`src/rtl/fifo_host_driver.sv`:
```
// Host-side driver for the 6-bit x 16 pin-level FIFO: bit-bangs the FIFO clock and pins per request.
// Optional pin/status self-check is enabled by defining FIFO_HOST_CHECK_EN.
//
// state | meaning
// INIT  | after reset, launches one FIFO reset cycle (no response)
// IDLE  | req_ready=1, waits for a request
// LOW   | FIFO clock low phase, op pins driven
// HIGH  | FIFO clock high phase, FIFO outputs captured on the last cycle
// RESP  | one-cycle response strobe, pins back to idle
module fifo_host_driver #(
  parameter int HALF_PERIOD = 1
) (
  input  logic       clk,
  input  logic       reset,
  input  logic       req_valid,
  output logic       req_ready,
  input  logic [1:0] req_op,
  input  logic [5:0] req_data,
  output logic       resp_valid,
  output logic [5:0] resp_data,
  output logic       resp_err,
  output logic       resp_empty_n,
  output logic [4:0] count,
  output logic [7:0] fifo_io_in,
  input  logic [7:0] fifo_io_out,
  output logic       mismatch
);

  typedef enum logic [2:0] {S_INIT, S_IDLE, S_LOW, S_HIGH, S_RESP} state_t;

  localparam logic [1:0] OP_PUSH = 2'b00;
  localparam logic [1:0] OP_POP  = 2'b01;
  localparam logic [1:0] OP_PEEK = 2'b10;
  localparam logic [1:0] OP_RST  = 2'b11;
  localparam logic [7:0] IDLE_PINS = 8'b0000_0100;
  localparam logic [3:0] TMR_LOAD  = 4'(HALF_PERIOD - 1);

  state_t     state_q, state_d;
  logic [1:0] op_q, op_d;
  logic [5:0] data_q, data_d;
  logic [7:0] pins_q, pins_d;
  logic [7:0] pat;
  logic [3:0] tmr_q;
  logic       init_q;
  logic [5:0] resp_data_q;
  logic       resp_err_q;
  logic       resp_empty_n_q;
  logic [4:0] count_q;
  logic       accept, reject, tmr_tc;

  assign tmr_tc = (tmr_q == 4'd0);
  assign accept = req_valid && (state_q == S_IDLE);
  assign reject = ((req_op == OP_PUSH) && (count_q == 5'd16)) ||
                  ((req_op == OP_POP)  && (count_q == 5'd0));

  always_ff @(posedge clk) begin
    if (reset) state_q <= S_INIT;
    else       state_q <= state_d;
  end

  always_comb begin
    state_d = state_q;
    case (state_q)
      S_INIT:  state_d = S_LOW;
      S_IDLE:  if (req_valid) state_d = reject ? S_RESP : S_LOW;
      S_LOW:   if (tmr_tc) state_d = S_HIGH;
      S_HIGH:  if (tmr_tc) state_d = init_q ? S_IDLE : S_RESP;
      S_RESP:  state_d = S_IDLE;
      default: state_d = S_INIT;
    endcase
  end

  always_comb begin
    req_ready  = (state_q == S_IDLE);
    resp_valid = (state_q == S_RESP);
    op_d   = op_q;
    data_d = data_q;
    if (state_q == S_INIT) begin
      op_d   = OP_RST;
      data_d = 6'd0;
    end else if (accept && !reject) begin
      op_d   = req_op;
      data_d = req_data;
    end
    case (op_d)
      OP_PUSH: pat = {data_d, 2'b10};
      OP_POP:  pat = 8'b0000_1100;
      OP_PEEK: pat = {data_d[3:0], 4'b0100};
      default: pat = 8'b0000_0000;
    endcase
    case (state_d)
      S_LOW:   pins_d = pat;
      S_HIGH:  pins_d = pat | 8'h01;
      default: pins_d = IDLE_PINS;
    endcase
  end

  always_ff @(posedge clk) begin
    if (reset) begin
      op_q           <= OP_RST;
      data_q         <= 6'd0;
      pins_q         <= IDLE_PINS;
      tmr_q          <= 4'd0;
      init_q         <= 1'b1;
      resp_data_q    <= 6'd0;
      resp_err_q     <= 1'b0;
      resp_empty_n_q <= 1'b0;
      count_q        <= 5'd0;
    end else begin
      op_q   <= op_d;
      data_q <= data_d;
      pins_q <= pins_d;
      if ((state_d == S_LOW || state_d == S_HIGH) && (state_d != state_q))
        tmr_q <= TMR_LOAD;
      else if (!tmr_tc)
        tmr_q <= tmr_q - 4'd1;
      if (accept && reject) begin
        resp_err_q     <= 1'b1;
        resp_data_q    <= 6'd0;
        resp_empty_n_q <= fifo_io_out[1];
      end
      // Closing edge of the FIFO clock high phase: FIFO outputs are settled.
      if (state_q == S_HIGH && tmr_tc) begin
        if (init_q) begin
          init_q  <= 1'b0;
          count_q <= 5'd0;
        end else begin
          resp_err_q     <= 1'b0;
          resp_empty_n_q <= fifo_io_out[1];
          resp_data_q    <= (op_q == OP_POP || op_q == OP_PEEK) ? fifo_io_out[7:2] : 6'd0;
          case (op_q)
            OP_PUSH: count_q <= count_q + 5'd1;
            OP_POP:  count_q <= count_q - 5'd1;
            OP_RST:  count_q <= 5'd0;
            default: count_q <= count_q;
          endcase
        end
      end
    end
  end

`ifdef FIFO_HOST_CHECK_EN
  logic clk_ok_q;
  logic mismatch_q;

  always_ff @(posedge clk) begin
    if (reset) begin
      clk_ok_q   <= 1'b1;
      mismatch_q <= 1'b0;
    end else begin
      if (accept)
        clk_ok_q <= 1'b1;
      else if (state_q == S_HIGH)
        clk_ok_q <= clk_ok_q & (fifo_io_out[0] == ~pins_q[0]);
      if (state_q == S_RESP && ((resp_empty_n_q != (count_q != 5'd0)) || !clk_ok_q))
        mismatch_q <= 1'b1;
    end
  end

  assign mismatch = mismatch_q;
`else
  logic unused_pin0;
  assign unused_pin0 = fifo_io_out[0];
  assign mismatch    = 1'b0;
`endif

  assign resp_data    = resp_data_q;
  assign resp_err     = resp_err_q;
  assign resp_empty_n = resp_empty_n_q;
  assign count        = count_q;
  assign fifo_io_in   = pins_q;

endmodule
```
`config.mk`:
```
export PLATFORM = sky130hd
export DESIGN_NAME = fifo_host_driver
export DESIGN_NICKNAME = d
export VERILOG_FILES = /design/src/rtl/fifo_host_driver.sv
export SDC_FILE = /design/constraint.sdc
export NUM_CORES = 1
export LEC_CHECK = 0
export ABC_CLOCK_PERIOD_IN_PS = 3700
export BUFFER_PORTS_ARGS = -buffer_cell sky130_fd_sc_hd__buf_2
export CAP_MARGIN = 20
export CORE_ASPECT_RATIO = 1.1
export CORE_MARGIN = 2
export CORE_UTILIZATION = 50
export DETAILED_ROUTE_END_ITERATION = 6
export PLACE_DENSITY = 0.75
export RECOVER_POWER = 100
export SLEW_MARGIN = 0
export SYNTH_ARGS = -nofsm -noshare
export SYNTH_HDL_FRONTEND = slang
export SYNTH_SLANG_ARGS = --single-unit
```
`constraint.sdc`:
```
create_clock -name clk -period 3.7 [get_ports clk]
set_input_delay 0.74 -clock clk [delete_from_list [all_inputs] [get_ports clk]]
set_output_delay 0.74 -clock clk [all_outputs]
set_load 0.005 [all_outputs]
```
After elaboration in Yosys (flattened, before gate mapping):

Index checks and enable logic that the tools add are counted.

* shifts and indexed selects: 0
* bitwise operators: 0
* reductions and logical operators: 20
* mux-type cells: 24
* magnitude comparators: 0
* div/mod/pow operators: 0
* multiply operators: 0
* $add $sub $neg: 3
* eq/ne operators: 14

Operator list (number)
* $mux W6: 6
* $pmux W8 S3: 1
* $pmux W8 S2: 1
* $mux W3: 5
* $pmux W3 S5: 1
* $pmux W5 S3: 1
* $eq A3 B2 Y1 const B: 4
* $logic_and A1 B1 Y1: 7
* $eq A2 B1 Y1 const B: 3
* $eq A2 B2 Y1 const B: 3
* $logic_not A2 Y1: 3
* $mux W1: 6
* $add A5 B1 Y5 const B: 1
* $eq A5 B5 Y1 const B: 1
* $logic_not A5 Y1: 1
* $mux W5: 1
* $sub A5 B1 Y5 const B: 1
* $logic_not A4 Y1: 1
* $mux W2: 2
* $reduce_bool A4 Y1: 1
* $sub A4 B1 Y4 const B: 1
* $eq A3 B1 Y1 const B: 1
* $eq A3 B3 Y1 const B: 1
* $logic_not A3 Y1: 1
* 5 further kinds: 7

* bits of input ports: 19
* bits in latches: 0
* memories kept: 0
* bits in registers: 37
* logic and storage cells: 71
* output and inout bits: 24
* RAM bits: 0
* memory bits (read-only): 0

Longest topological paths before layout:

* word-level depth: 10
* gate-level depth with buffers: 11

Least setup slack after synthesis:

No wires, ideal clock.

* path kind: input -> register
* start point: in req_valid
* end point: reg pins_q[4] (netlist: fifo_io_in[4])
* setup time: 0.064 ns
* setup slack: 1.148 ns
* data arrival time: 2.488 ns
* stages: 10
* cell sequence: nor4bb_1 > clkbuf_2 > mux2i_1 > o21a_1 > nor2b_1 > inv_1 > ha_1 > nor4_1 > nand2b_1 > nor2_1

* longest elaborated chain between the ends: 7

RTL lines
* start: declaration: RTL line 15 `input logic req_valid,`
* $logic_and A1 B1 Y1 *: RTL line 52 `assign accept = req_valid && (state_q == S_IDLE);`
* $logic_and A1 B1 Y1 *: RTL line 81 `end else if (accept && !reject) begin`
* $mux W2 *: RTL line 81
* $mux W2 *: RTL line 78 `if (state_q == S_INIT) begin`
* named net op_d[0]: RTL line 39 `logic [1:0] op_q, op_d;`
* $eq A2 B2 Y1 (tied with other cells): RTL line 85 `case (op_d)`
* $pmux W8 S3 *: RTL line 85
* $pmux W8 S2 *: RTL line 91 `case (state_d)`
* end signal: assignment: RTL line 112 `pins_q <= pins_d;`
* end: declaration: RTL line 41 `logic [7:0] pins_q, pins_d;`

The timed path passes the listed nets; every way through them passes the cells marked *.
A chain may end at the register's enable or synchronous reset.

Final worst setup path:

* start point: in req_valid
* end point: reg pins_q[6] (netlist: fifo_io_in[6])

Same word-level chain as after synthesis.

==> run metrics <==
CTS tree built; multi-input logic area 942 µm²; Root Buffer clkbuf_4; hold buffers post-CTS 0; crit-path cells buf_2 -> nor4bb_1 -> clkbuf_1 -> o41a_1 -> clkbuf_1 -> o21a_1 -> inv_1 -> ha_1 -> nor4_1 -> nand2b_1 -> nor2_1; core area around 3400 µm²; grt met3 use about 4.9%; CP max stage cell clkbuf_1; Rel. slew slack a little over half; Critical R2R Launch state_q[0]; 1st-iter DRT viols 62; WL/cell approximately 12 µm; total grt overflow 0; CP Buf/Inv Count 4; Fmax between 0.3 and 0.4 GHz; starting density of the core between 50% and 60%; Max-cap violations 0; Worst Max-Slew Pin Slew ~700 ps; DIE AREA ~4100 µm²; maximum VDD drop ~0.25 mV; register area ~740 µm²; layout cells sized above 1 between 10% and 20%; Cell Area, Synth about 1800 µm²; Inst Count DP 274; postcts setup bufs 0; Top cell by count, worst path clkbuf_1; Worst path top cell family by delay buffers and inverters; Die Wd 61.0 µm; Leak Pwr roughly 0.86 nW; top_reg_cell synth dfxtp_1; setup total negative slack 0 ps; worst-case clock buffer depth 2; Worst Reg-to-Reg Cells 10; M2 GR Usage just under 30%; outcome finished clean; slowest stage delay, CP ~400 ps; Port Buffer Count 40; Syn Nets between 200 and 250; DR vias between 1000 and 1500; kind of critical path primary input to register; reg2reg end fifo_io_in[6]; area grow syn2layout 15.3%; Mean Syn Cell Area 9.30 µm²; Initial DRT Pass Iterations 4; CTS resizes 0; Hold Path Cell Cnt 2; Hold Slack 498 ps; Slew Limit Fails 0; crit-path max FO 8; GR Util All Layers between 10% and 20%; met1 Track Usage GR around a quarter; htree depth 2; Num CTS Buffers 5; Routed WL approximately 3400 µm; vias in the first global route approximately 1300; endpoints failing setup 0; Tcrit/Tclk final between 70% and 80%; Clock Pin Slew Worst Setup and Hold Paths 110 ps; CTS Sinks 37; row count 22; DRC 0; RSZ-0062 raised after global routing false; post-detail-place hpwl 2540 µm; critical path launch point type primary input; Worst R2R Setup Slack 840 ps; Final Hold Viols 0; register area share after synthesis 41.5%; post-synthesis register bit count 37; min-delay src resp_data[4]; Post-synth EDFFs 0; worst skew pair latency 350 ps; Ports 43; Ant. Diodes 0; Mapped Cells about 190; initial antenna violation count 0; cell area power density around 380 nW/µm²; min Tclk post-route approximately 2900 ps; Post-layout nets 263; vias per cell about 5.1; Finished Layout Cells approximately 280; Hold/Removal Path Class register to register; Clock Skew 14.7 ps; Ys Warns 0; RD Place Congestion 0.804; die height roughly 67 µm; fraction of registers with async set/reset 0%; Most Used Layer, Global Route met2; WP data required ~4000 ps; Netlist cell types 47; Filler cells about 330; largest net degree at the start of global routing 23; end of the worst hold path resp_data[4]; crit path DAT between 3000 and 4000 ps; Routed Antenna Nets 0; global-route wire length before repair 5820 µm; CP Capture Type register
metrics by stage:
stage / setup WS [ps] / instance area (µm²) / power, mW / utilization, %
after floorplan: 1150 / 1790 / 0.476 / -
after global placement: 871 / 2020 / 0.499 / 59.5
after detailed placement: 776 / 2020 / 0.499 / 59.5
after CTS: 1140 / 2100 / 0.794 / 62.2
after global routing: 581 / 2060 / 0.817 / 60.8
final: 833 / 2060 / 0.781 / 60.8
kinds of logic (layout without fill, tap and decap cells):
logic type / Yosys count / after routing / share of synthesized area (%)
adder cells (fa/ha/maj): 11 / 11 / 8.13
flip-flops: 37 / 37 / 41.5
XOR/XNOR: 5 / 5 / 2.45
other: 1 / 1 / 0.210
AO/OA/AOI/OAI: 40 / 40 / 16.1
buffers and inverters: 17 / 59 / 4.41
multiplexers: 8 / 8 / 5.19
AND/OR/NAND/NOR: 73 / 73 / 22.0
synth_stat cells, drive strengths merged (3+ instances only):
| library cell | count | area (µm²) |
|---|---|---|
| buf | 4 | 28.8 |
| nor2 | 28 | 105 |
| o21ai | 3 | 15.0 |
| clkbuf | 4 | 16.3 |
| nor2b | 7 | 43.8 |
| mux2i | 4 | 40.0 |
| or3 | 4 | 30.0 |
| xnor2 | 4 | 35.0 |
| nand2b | 9 | 56.3 |
| dfxtp | 37 | 741 |
| nor4 | 3 | 18.8 |
| a21oi | 11 | 66.3 |
| mux2 | 4 | 52.6 |
| ha | 10 | 125 |
| inv | 9 | 33.8 |
| a22oi | 11 | 82.6 |
| nor3 | 11 | 55.1 |
layer usage:
layer	vias to the layer above	wire length (µm)	share of wire [%]
met4	0	68	2.0
met2	22	1580	46
met5	-	0	0
li1	757	-	-
met3	7	104	3.0
met1	659	1680	49
worst max path at each step:
stage / cells after the start / end / start / slack (ps)
finish: 11 / fifo_io_in[6] / req_valid / 830
CTS: 11 / fifo_io_in[6] / req_valid / 1140
floorplan: 10 / fifo_io_in[4] / req_valid / 1150
global placement: 11 / fifo_io_in[6] / req_valid / 870
detailed placement: 11 / fifo_io_in[6] / req_valid / 780
global route: 10 / fifo_io_in[6] / state_q[0] / 580
worst min-delay path, stage by stage, from the launching register on:
cell     delay (ps)
dfxtp_1         330
a22oi_1          60
nor2_1           70
layout by cell type (no fill, tap or decap), types with 2 or more instances in the layout:
cell / synthesis / layout
nor2_1: 28 / 28
or3_1: 3 / 4
nor4_1: 3 / 3
dfxtp_1: 37 / 37
inv_1: 9 / 9
a211oi_1: 2 / 2
a2bb2oi_1: 2 / 2
a21oi_1: 10 / 11
o21a_1: 2 / 2
o21bai_1: 2 / 2
xnor2_1: 4 / 4
nor2b_1: 7 / 7
nor3_1: 11 / 11
o21ai_0: 3 / 3
nand2b_1: 9 / 9
clkbuf_4: 0 / 5
ha_1: 10 / 10
a22oi_1: 11 / 11
mux2_1: 0 / 4
clkbuf_1: 3 / 12
nor4bb_1: 2 / 2
buf_2: 2 / 29
mux2i_1: 4 / 4
flip-flops by register name, summed over array words and instances (netlist names):
| signal | count |
|---|---|
| state_q | 3 |
| data_q | 6 |
| op_q | 2 |
| count | 5 |
| init_q | 1 |
| resp_data | 6 |
| tmr_q | 4 |
| fifo_io_in | 8 |
| resp_err | 1 |
| resp_empty_n | 1 |
power by group:
group | switching (mW) | internal, mW
Sequential | 0.00825 | 0.406
Clock | 0.135 | 0.161
Combinational | 0.0409 | 0.0294
Total | 0.184 | 0.596
cell type report:
cell class | instances | area share [%]
tap | 48 | 2.92
clock buffer | 6 | 2.49
clock inverter | 2 | 1.82
multi-input combinational | 138 | 45.7
sequential | 37 | 36.0
timing repair buffer | 42 | 9.42
inverter | 9 | 1.64
Power figures use the tool's default switching activity.
